$ cat src/rtl/bcd_time_pkg.sv
// Shared types and constants for the BCD HH:MM:SS to binary seconds path.
// No logic: enum, digit indices, per-step weights, default hour limit.
// Not applicable (package only).
package bcd_time_pkg;

  typedef enum logic [1:0] {
    IDLE = 2'd0,
    CONV = 2'd1,
    DONE = 2'd2
  } state_t;

  localparam int NUM_DIG     = 6;
  localparam int DIG_HR_MSB  = 0;
  localparam int DIG_HR_LSB  = 1;
  localparam int DIG_MIN_MSB = 2;
  localparam int DIG_MIN_LSB = 3;
  localparam int DIG_SEC_MSB = 4;
  localparam int DIG_SEC_LSB = 5;

  // Weight applied to the accumulator before adding the digit of each step.
  localparam int W [0:NUM_DIG-1] = '{10, 10, 6, 10, 6, 10};

  localparam int HR_LIMIT_DEF = 24;

  // Smallest result width holding HR_LIMIT*3600-1.
  function automatic int sec_w_min(input int hr_limit);
    return $clog2(hr_limit * 3600);
  endfunction

endpackage

$ cat src/rtl/bcd_time_validate.sv
// Flags an illegal BCD HH:MM:SS snapshot (bad digit or hour >= HR_LIMIT).
// Latency: purely combinational.
// Backpressure: none, no handshake.
module bcd_time_validate
  import bcd_time_pkg::*;
#(
  parameter int HR_LIMIT = HR_LIMIT_DEF
) (
  input  logic [3:0] i_hr_msb,
  input  logic [3:0] i_hr_lsb,
  input  logic [3:0] i_min_msb,
  input  logic [3:0] i_min_lsb,
  input  logic [3:0] i_sec_msb,
  input  logic [3:0] i_sec_lsb,
  output logic       o_err
);

  logic [7:0] w_hr_val;

  // Hour value by shift-add (x10 = x8 + x2), then the legality checks.
  always_comb begin
    w_hr_val = {1'b0, i_hr_msb, 3'b000} + {3'b000, i_hr_msb, 1'b0} + {4'h0, i_hr_lsb};
    o_err    = (i_hr_lsb  > 4'd9) || (i_min_lsb > 4'd9) || (i_sec_lsb > 4'd9) ||
               (i_min_msb > 4'd5) || (i_sec_msb > 4'd5) || (i_hr_msb  > 4'd9) ||
               (int'(w_hr_val) >= HR_LIMIT);
  end

endmodule

$ cat src/rtl/bcd_time_to_seconds.sv
// Converts a BCD HH:MM:SS snapshot to binary seconds, one digit per cycle.
// Latency: out_valid rises 6 edges after the accepting edge, constant.
// Backpressure: holds result in DONE until out_ready; in_ready only in IDLE.
module bcd_time_to_seconds
  import bcd_time_pkg::*;
#(
  parameter int HR_LIMIT = HR_LIMIT_DEF,
  parameter int SEC_W    = sec_w_min(HR_LIMIT)
) (
  input  logic             clk,
  input  logic             reset_n,
  input  logic             in_valid,
  output logic             in_ready,
  input  logic [3:0]       hr_msb,
  input  logic [3:0]       hr_lsb,
  input  logic [3:0]       min_msb,
  input  logic [3:0]       min_lsb,
  input  logic [3:0]       sec_msb,
  input  logic [3:0]       sec_lsb,
  output logic             out_valid,
  input  logic             out_ready,
  output logic [SEC_W-1:0] out_seconds,
  output logic             out_err
);

  state_t           r_state;
  logic [3:0]       r_dig [0:NUM_DIG-1];
  logic [2:0]       r_step;
  logic [SEC_W-1:0] r_acc;
  logic             r_err;
  logic [SEC_W-1:0] r_out_seconds;
  logic             r_out_err;

  logic             w_err;
  logic [3:0]       w_dig;
  logic [SEC_W-1:0] w_acc_x10;
  logic [SEC_W-1:0] w_acc_x6;
  logic [SEC_W-1:0] w_acc_next;

  bcd_time_validate #(.HR_LIMIT(HR_LIMIT)) u_validate (
    .i_hr_msb  (hr_msb),
    .i_hr_lsb  (hr_lsb),
    .i_min_msb (min_msb),
    .i_min_lsb (min_lsb),
    .i_sec_msb (sec_msb),
    .i_sec_lsb (sec_lsb),
    .o_err     (w_err)
  );

  // One multiply-accumulate step; weights are only ever 6 or 10, so shift-add.
  always_comb begin
    w_dig      = r_dig[r_step];
    w_acc_x10  = (r_acc << 3) + (r_acc << 1);
    w_acc_x6   = (r_acc << 2) + (r_acc << 1);
    w_acc_next = ((W[r_step] == 6) ? w_acc_x6 : w_acc_x10) + {{(SEC_W-4){1'b0}}, w_dig};
  end

  // Capture in IDLE, six accumulate steps in CONV, hold the result in DONE.
  always_ff @(posedge clk or negedge reset_n) begin
    if (!reset_n) begin
      r_state       <= IDLE;
      r_step        <= '0;
      r_acc         <= '0;
      r_err         <= 1'b0;
      r_out_seconds <= '0;
      r_out_err     <= 1'b0;
      for (int i = 0; i < NUM_DIG; i++) r_dig[i] <= '0;
    end else begin
      case (r_state)
        IDLE: begin
          if (in_valid) begin
            r_dig[DIG_HR_MSB]  <= hr_msb;
            r_dig[DIG_HR_LSB]  <= hr_lsb;
            r_dig[DIG_MIN_MSB] <= min_msb;
            r_dig[DIG_MIN_LSB] <= min_lsb;
            r_dig[DIG_SEC_MSB] <= sec_msb;
            r_dig[DIG_SEC_LSB] <= sec_lsb;
            r_err              <= w_err;
            r_acc              <= '0;
            r_step             <= '0;
            r_state            <= CONV;
          end
        end
        CONV: begin
          r_acc  <= w_acc_next;
          r_step <= r_step + 3'd1;
          if (r_step == 3'(NUM_DIG - 1)) begin
            // Illegal snapshots still take the full six steps; the sum is dropped.
            r_out_seconds <= r_err ? '0 : w_acc_next;
            r_out_err     <= r_err;
            r_state       <= DONE;
          end
        end
        DONE: begin
          if (out_ready) r_state <= IDLE;
        end
        default: r_state <= IDLE;
      endcase
    end
  end

  assign in_ready    = (r_state == IDLE);
  assign out_valid   = (r_state == DONE);
  assign out_seconds = r_out_seconds;
  assign out_err     = r_out_err;

endmodule
$ cat config.mk
export PLATFORM = sky130hd
export DESIGN_NAME = bcd_time_to_seconds
export DESIGN_NICKNAME = d
export VERILOG_FILES = /design/src/rtl/bcd_time_pkg.sv /design/src/rtl/bcd_time_validate.sv /design/src/rtl/bcd_time_to_seconds.sv
export SDC_FILE = /design/constraint.sdc
export NUM_CORES = 1
export LEC_CHECK = 0
export BUFFER_PORTS_ARGS = -buffer_cell sky130_fd_sc_hd__buf_2
export CORE_UTILIZATION = 67
export CTS_BUF_LIST = sky130_fd_sc_hd__clkbuf_4
export CTS_CLUSTER_SIZE = 30
export DETAILED_ROUTE_END_ITERATION = 10
export PLACE_DENSITY = 0.91
export SLEW_MARGIN = 15
export SYNTH_ARGS = -nofsm -noshare
export SYNTH_HDL_FRONTEND = slang
export SYNTH_SLANG_ARGS = --single-unit
$ cat constraint.sdc
create_clock -name clk -period 9.65 [get_ports clk]
set_input_delay 2.895 -clock clk [delete_from_list [all_inputs] [get_ports clk]]
set_output_delay 2.895 -clock clk [all_outputs]
set_load 0.03 [all_outputs]
Yosys cells after proc, flatten, opt, wreduce, memory -nomap -nowiden
Memory sizes are Yosys's and may differ from the RTL's.
Cells that the tools add are included.
{"block": "op_classes", "eq_ne": 7, "addsub": 6, "reduce_logical": 12, "order_cmp": 8, "muxes": 15, "n_bitwise": 1}
{"operator": "$mux W32", "n": 2}
{"operator": "$add A17 B17 Y17", "n": 2}
{"operator": "$mux W17", "n": 2}
{"operator": "$eq A32 B4 Y1 const B", "n": 1}
{"operator": "$pmux W16 S2", "n": 1}
{"operator": "$add A17 B4 Y17", "n": 1}
{"operator": "$gt A4 B4 Y1 const B", "n": 4}
{"operator": "$mux W16", "n": 1}
{"operator": "$bmux W4 S3", "n": 1}
{"operator": "$add A7 B5 Y8", "n": 1}
{"operator": "$add A8 B4 Y8", "n": 1}
{"operator": "$ge A8 B5 Y1 const B", "n": 1}
{"operator": "$gt A4 B3 Y1 const B", "n": 2}
{"operator": "$mux W4", "n": 2}
{"operator": "$logic_or A1 B1 Y1", "n": 6}
{"operator": "$mux W2", "n": 3}
{"operator": "$pmux W2 S3", "n": 1}
{"operator": "$pmux W3 S2", "n": 1}
{"operator": "$reduce_and A2 Y1", "n": 3}
{"operator": "$ge A4 B4 Y1 const B", "n": 1}
{"operator": "$ne A2 B2 Y1 const B", "n": 2}
{"operator": "$not A3 Y4", "n": 1}
{"operator": "$add A3 B1 Y3 const B", "n": 1}
{"operator": "$eq A3 B3 Y1 const B", "n": 1}
{"operator": "other kinds (7)", "n": 7}
{"block": "totals", "regBits": 64, "romBits": 256, "in_bits": 28, "out_inout_bits": 20, "wordCells": 62, "memories": 1}
{"name": "(no name shown)", "depth": 8, "width": 32, "read_ports": 1, "rd_clocked_by_memory_dff": 0, "wr": 0, "line": "bcd_time_to_seconds.sv:55", "text": "w_acc_next = ((W[r_step] == 6) ? w_acc_x6 : w_acc_x10) + {{(SEC_W-4){1'b0}}, w_dig};"}

Longest topological paths before layout
{"block": "logic_depth", "depth_word": 8, "ltp_mapped": 18, "ltp_nobuf": 15}

Cells and area by module
Synthesis repeated with hierarchy kept, for this count alone.
{"block": "unflattened", "hier_cells": 516, "area_unflattened_um2": 4615.7}
{"module": "bcd_time_to_seconds", "seq_area_each_um2": 1601.5, "instances": 1, "area_each_um2": 4366.7, "cells_each": 487}
{"module": "bcd_time_validate", "seq_area_each_um2": 0.0, "instances": 1, "area_each_um2": 249.0, "cells_each": 29}

Least setup slack after synthesis
No wires, ideal clock.
{"block": "synth_timing", "kind": "input-to-reg", "start": "input hr_msb[0]", "end": "register r_err", "arrival_time_ns": 4.368, "cell_stages": 7, "required_ns": 9.568, "slack_ns": 5.200, "n_path_buf": 0, "setup_time_ns": 0.082, "cell_sequence": "inv_1 > fa_1 > fa_1 > xor2_1 > o21ai_0 > nor2_1 > a31oi_1"}
{"block": "synth_via", "elab_chain_cells": 4, "elab_cells_between_ends": 6, "classes_between": "add/sub (2); order compare (2); reduce/logical (2)"}
{"item": "from (decl)", "line": "bcd_time_to_seconds.sv:14", "text": "input logic [3:0] hr_msb,"}
{"item": "$add A7 B5 Y8", "line": "bcd_time_validate.sv:22", "text": "w_hr_val = {1'b0, i_hr_msb, 3'b000} + {3'b000, i_hr_msb, 1'b0} + {4'h0, i_hr_lsb};"}
{"item": "$add A8 B4 Y8", "line": "bcd_time_validate.sv:22"}
{"item": "$ge A8 B5 Y1", "line": "bcd_time_validate.sv:25", "text": "(int'(w_hr_val) >= HR_LIMIT);"}
{"item": "$logic_or A1 B1 Y1 (*)", "line": "bcd_time_validate.sv:24", "text": "(i_min_msb > 4'd5) || (i_sec_msb > 4'd5) || (i_hr_msb > 4'd9) ||"}
{"item": "to (signal assigned)", "line": "bcd_time_to_seconds.sv:78", "text": "r_err <= w_err;"}
{"item": "to (decl)", "line": "bcd_time_to_seconds.sv:30", "text": "logic r_err;"}
Every way passes the cells marked *; elsewhere a longest branch is shown, timed or not.
A chain may end at the register's enable or synchronous reset.

Final worst setup path
Ends and elaborated chain as after synthesis.

==> run_results.csv <==
group,metric,value,unit
status,status,"finished clean",
grt,grt_max_degree,65,
worst_setup_path,setup.worst_path.class,"in -> reg",
timing,fmax,0.234,GHz
place,port-buffer-count,47,
logic_synthesis,ys.flop_type,"dfrtp_1",
timing,setup_violations,0,
timing,max_slew.worst_pin.slew,1.03,ns
logic_synthesis,synth_edf_count,0,
worst_setup_path,path_max_fanout,2,
timing,slew_violations,0,
drt,vias,4201,
logic_synthesis,async_flop_share,100,%
timing,hold_viol_final,0,
clock_network,root_buffer,"clkbuf_4",
logic_synthesis,synthCells,525,
logic_synthesis,synth-seq-area-share,34.0,%
clock_network,postCtsResizedCells,0,
worst_setup_path,path_cells,"buf_2 -> inv_1 -> fa_1 -> inv_1 -> ha_1 -> a21oi_1 -> nor2b_1 -> mux2i_1 -> a31oi_1",
drt,via_per_inst,6.32,
layout,layout_common_cells,"nand2_1 (116), dfrtp_1 (64), buf_2 (47)",
grt,antenna_found_initial,0,
timing,grt_setup_unrepaired,"false",
drt,wl_per_cell,16.9,µm
logic_synthesis,synth_seq_cells,64,
flow_run,maxCapViolations,0,
layout,drive_gt1_share,15.3,%
timing,post-route-period-util,44.3,%
worst_setup_path,crit_path_end_kind,"flop",
floorplan,rows,30,
grt,grt_pass1_wl,18.8,mm
clock_network,cts_max_level,3,
floorplan,core,6790,µm²
logic_synthesis,ys.warnings.count,0,
clock_network,cts_tree,"built",
logic_synthesis,syn_area,4710,µm²
grt,grt_pass1_vias,4060,
timing,fin_setup_tns,0,ns
layout,area_growth,8.08,%
logic_synthesis,synth_nets,599,
floorplan,die_w,85.8,µm
worst_setup_path,cp_common_cell,"inv_1",
grt,grt_overflow_total,0,
clock_network,clk_latency,0.42,ns
drt,drt_iter0_markers,267,
worst_setup_path,cpPeakStageDelay,0.59,ns
drt,routed_wl,11.2,mm
worst_setup_path,worstPathArrival,4.53,ns
floorplan,io-pin-count,48,
drt,first_pass_iters,5,
floorplan,initial_core_util,69.3,%
worst_setup_path,worstPathRequired,9.90,ns
timing,skew,0.0194,ns
clock_network,post_cts_buffers,0,
floorplan,dieArea,7370,µm²
place,post-dp-hpwl,8.24,mm
clock_network,cts_buffer_depth,2,
place,place.gp.congestion,0.947,
clock_network,clk_pin_slew,0.10,ns
grt,grt_util_all_layers,33.0,%
clock_network,cts.sinks,64,
hold_path,hold_path.class,"reg -> reg",
timing,min_period,4.28,ns
logic_synthesis,ys_types,61,
drt,ant_nets,0,
floorplan,fp.dieH,85.8,µm
clock_network,numCtsBuffers,9,
layout,layout.nets,639,
drt,drcViolationCount,0,
layout,multi_input_area,2920,µm²
layout,antenna_cells,0,
timing,slew_headroom,31.4,%
layout,fillerInstances,449,
layout,mostFrequentLayoutCell,"nand2_1",
worst_setup_path,critPathLaunchType,"input pin",
logic_synthesis,syn_area_per_cell,8.97,µm²
worst_setup_path,cp_slowest_cell,"fa_1",
layout,layout.area.seq,1600,µm²
clock_network,cts_hold_buf,0,
==> final timing paths <==
path / to / slack (ns) / cells past startpoint / startpoint
worst max-delay path: r_err / 5.37 / 9 / hr_msb[0]
worst min-delay path: r_dig[4] / 0.48 / 2 / r_dig[4]
min in group asynchronous: out_seconds[16] / 2.62 / 2 / reset_n
max in group asynchronous: r_dig[10] / 6.48 / 2 / reset_n
worst max register to register: r_acc[12] / 5.44 / 14 / r_step[0]
worst min register to register: r_dig[4] / 0.48 / 2 / r_dig[4]
==> registers in the layout, indices dropped and copies added, names as in the netlist <==
register,cells
out_err,1
r_step,3
out_seconds,17
r_dig,24
r_state,2
r_err,1
r_acc,16
==> stage by stage <==
stage / setup slack [ns] / area [µm²] / hold WS (ns) / util, % / instances
2_1_floorplan: 5.20 / 4710 / 0.440 / - / 525
3_3_place_gp: 5.06 / 4960 / 0.455 / 73.0 / 650
3_5_place_dp: 4.95 / 4960 / 0.462 / 73.0 / 650
4_1_cts: 5.38 / 5090 / 0.487 / 74.9 / 665
5_1_grt: 5.09 / 5090 / 0.502 / 74.9 / 665
6_report: 5.37 / 5090 / 0.484 / 74.9 / 665
==> synth_stat cells (5+ instances only) <==
library cell,n,share of area (%)
clkbuf_1,14,1.1
o211ai_1,8,1.3
xor2_1,11,2.0
nand2_1,116,9.2
dfrtp_1,64,34
a21oi_1,30,3.2
o31ai_1,16,2.6
mux2i_1,8,1.7
a21o_1,14,2.2
o21a_1,6,0.96
nand3_1,20,2.1
o21ai_0,37,3.9
xnor2_1,19,3.5
inv_1,16,1.3
nor2_1,22,1.8
ha_1,41,11
nand2b_1,6,0.80
fa_1,5,2.1
and3_1,5,0.66
==> worst max-delay path, delay by kind of cell <==
family                     cells  cell delay (ns)
adders and majority gates      2             0.87
AOI/OAI and AO/OA              2             0.29
buffers and inverters          3             0.21
muxes                          1             0.18
and+or+nand+nor                1             0.08
==> cells by family (layout without fill, tap and decap cells) <==
family	after synthesis	count (layout)	share of synthesized area, %
DFF	64	64	34.0
muxes	15	15	4.65
xor gates and xnor gates	30	30	5.58
buffers and inverters	37	81	3.88
adders and majority gates	46	46	13.0
and+or+nand+nor	194	194	18.4
AOI/OAI and AO/OA	139	139	20.4
==> per-layer routing <==
layer | track usage [%] | up-vias | wire [µm]
met5 | 0 | - | 0
met4 | 16.1 | 0 | 363
met3 | 5.97 | 42 | 662
met2 | 56.5 | 164 | 5650
met1 | 40.4 | 2031 | 4570
li1 | - | 1964 | -
==> area by class of cell <==
type | count | area share [%]
sequential | 64 | 31.5
clock inverter | 6 | 1.20
timing repair buffer | 49 | 4.92
tap | 96 | 2.36
multi-input combinational | 424 | 57.5
clock buffer | 9 | 1.33
inverter | 17 | 1.25
Power is left out: the tool's default activity adds up to more than one toggle a clock period on the data nets, which glitch-free logic cannot reach.
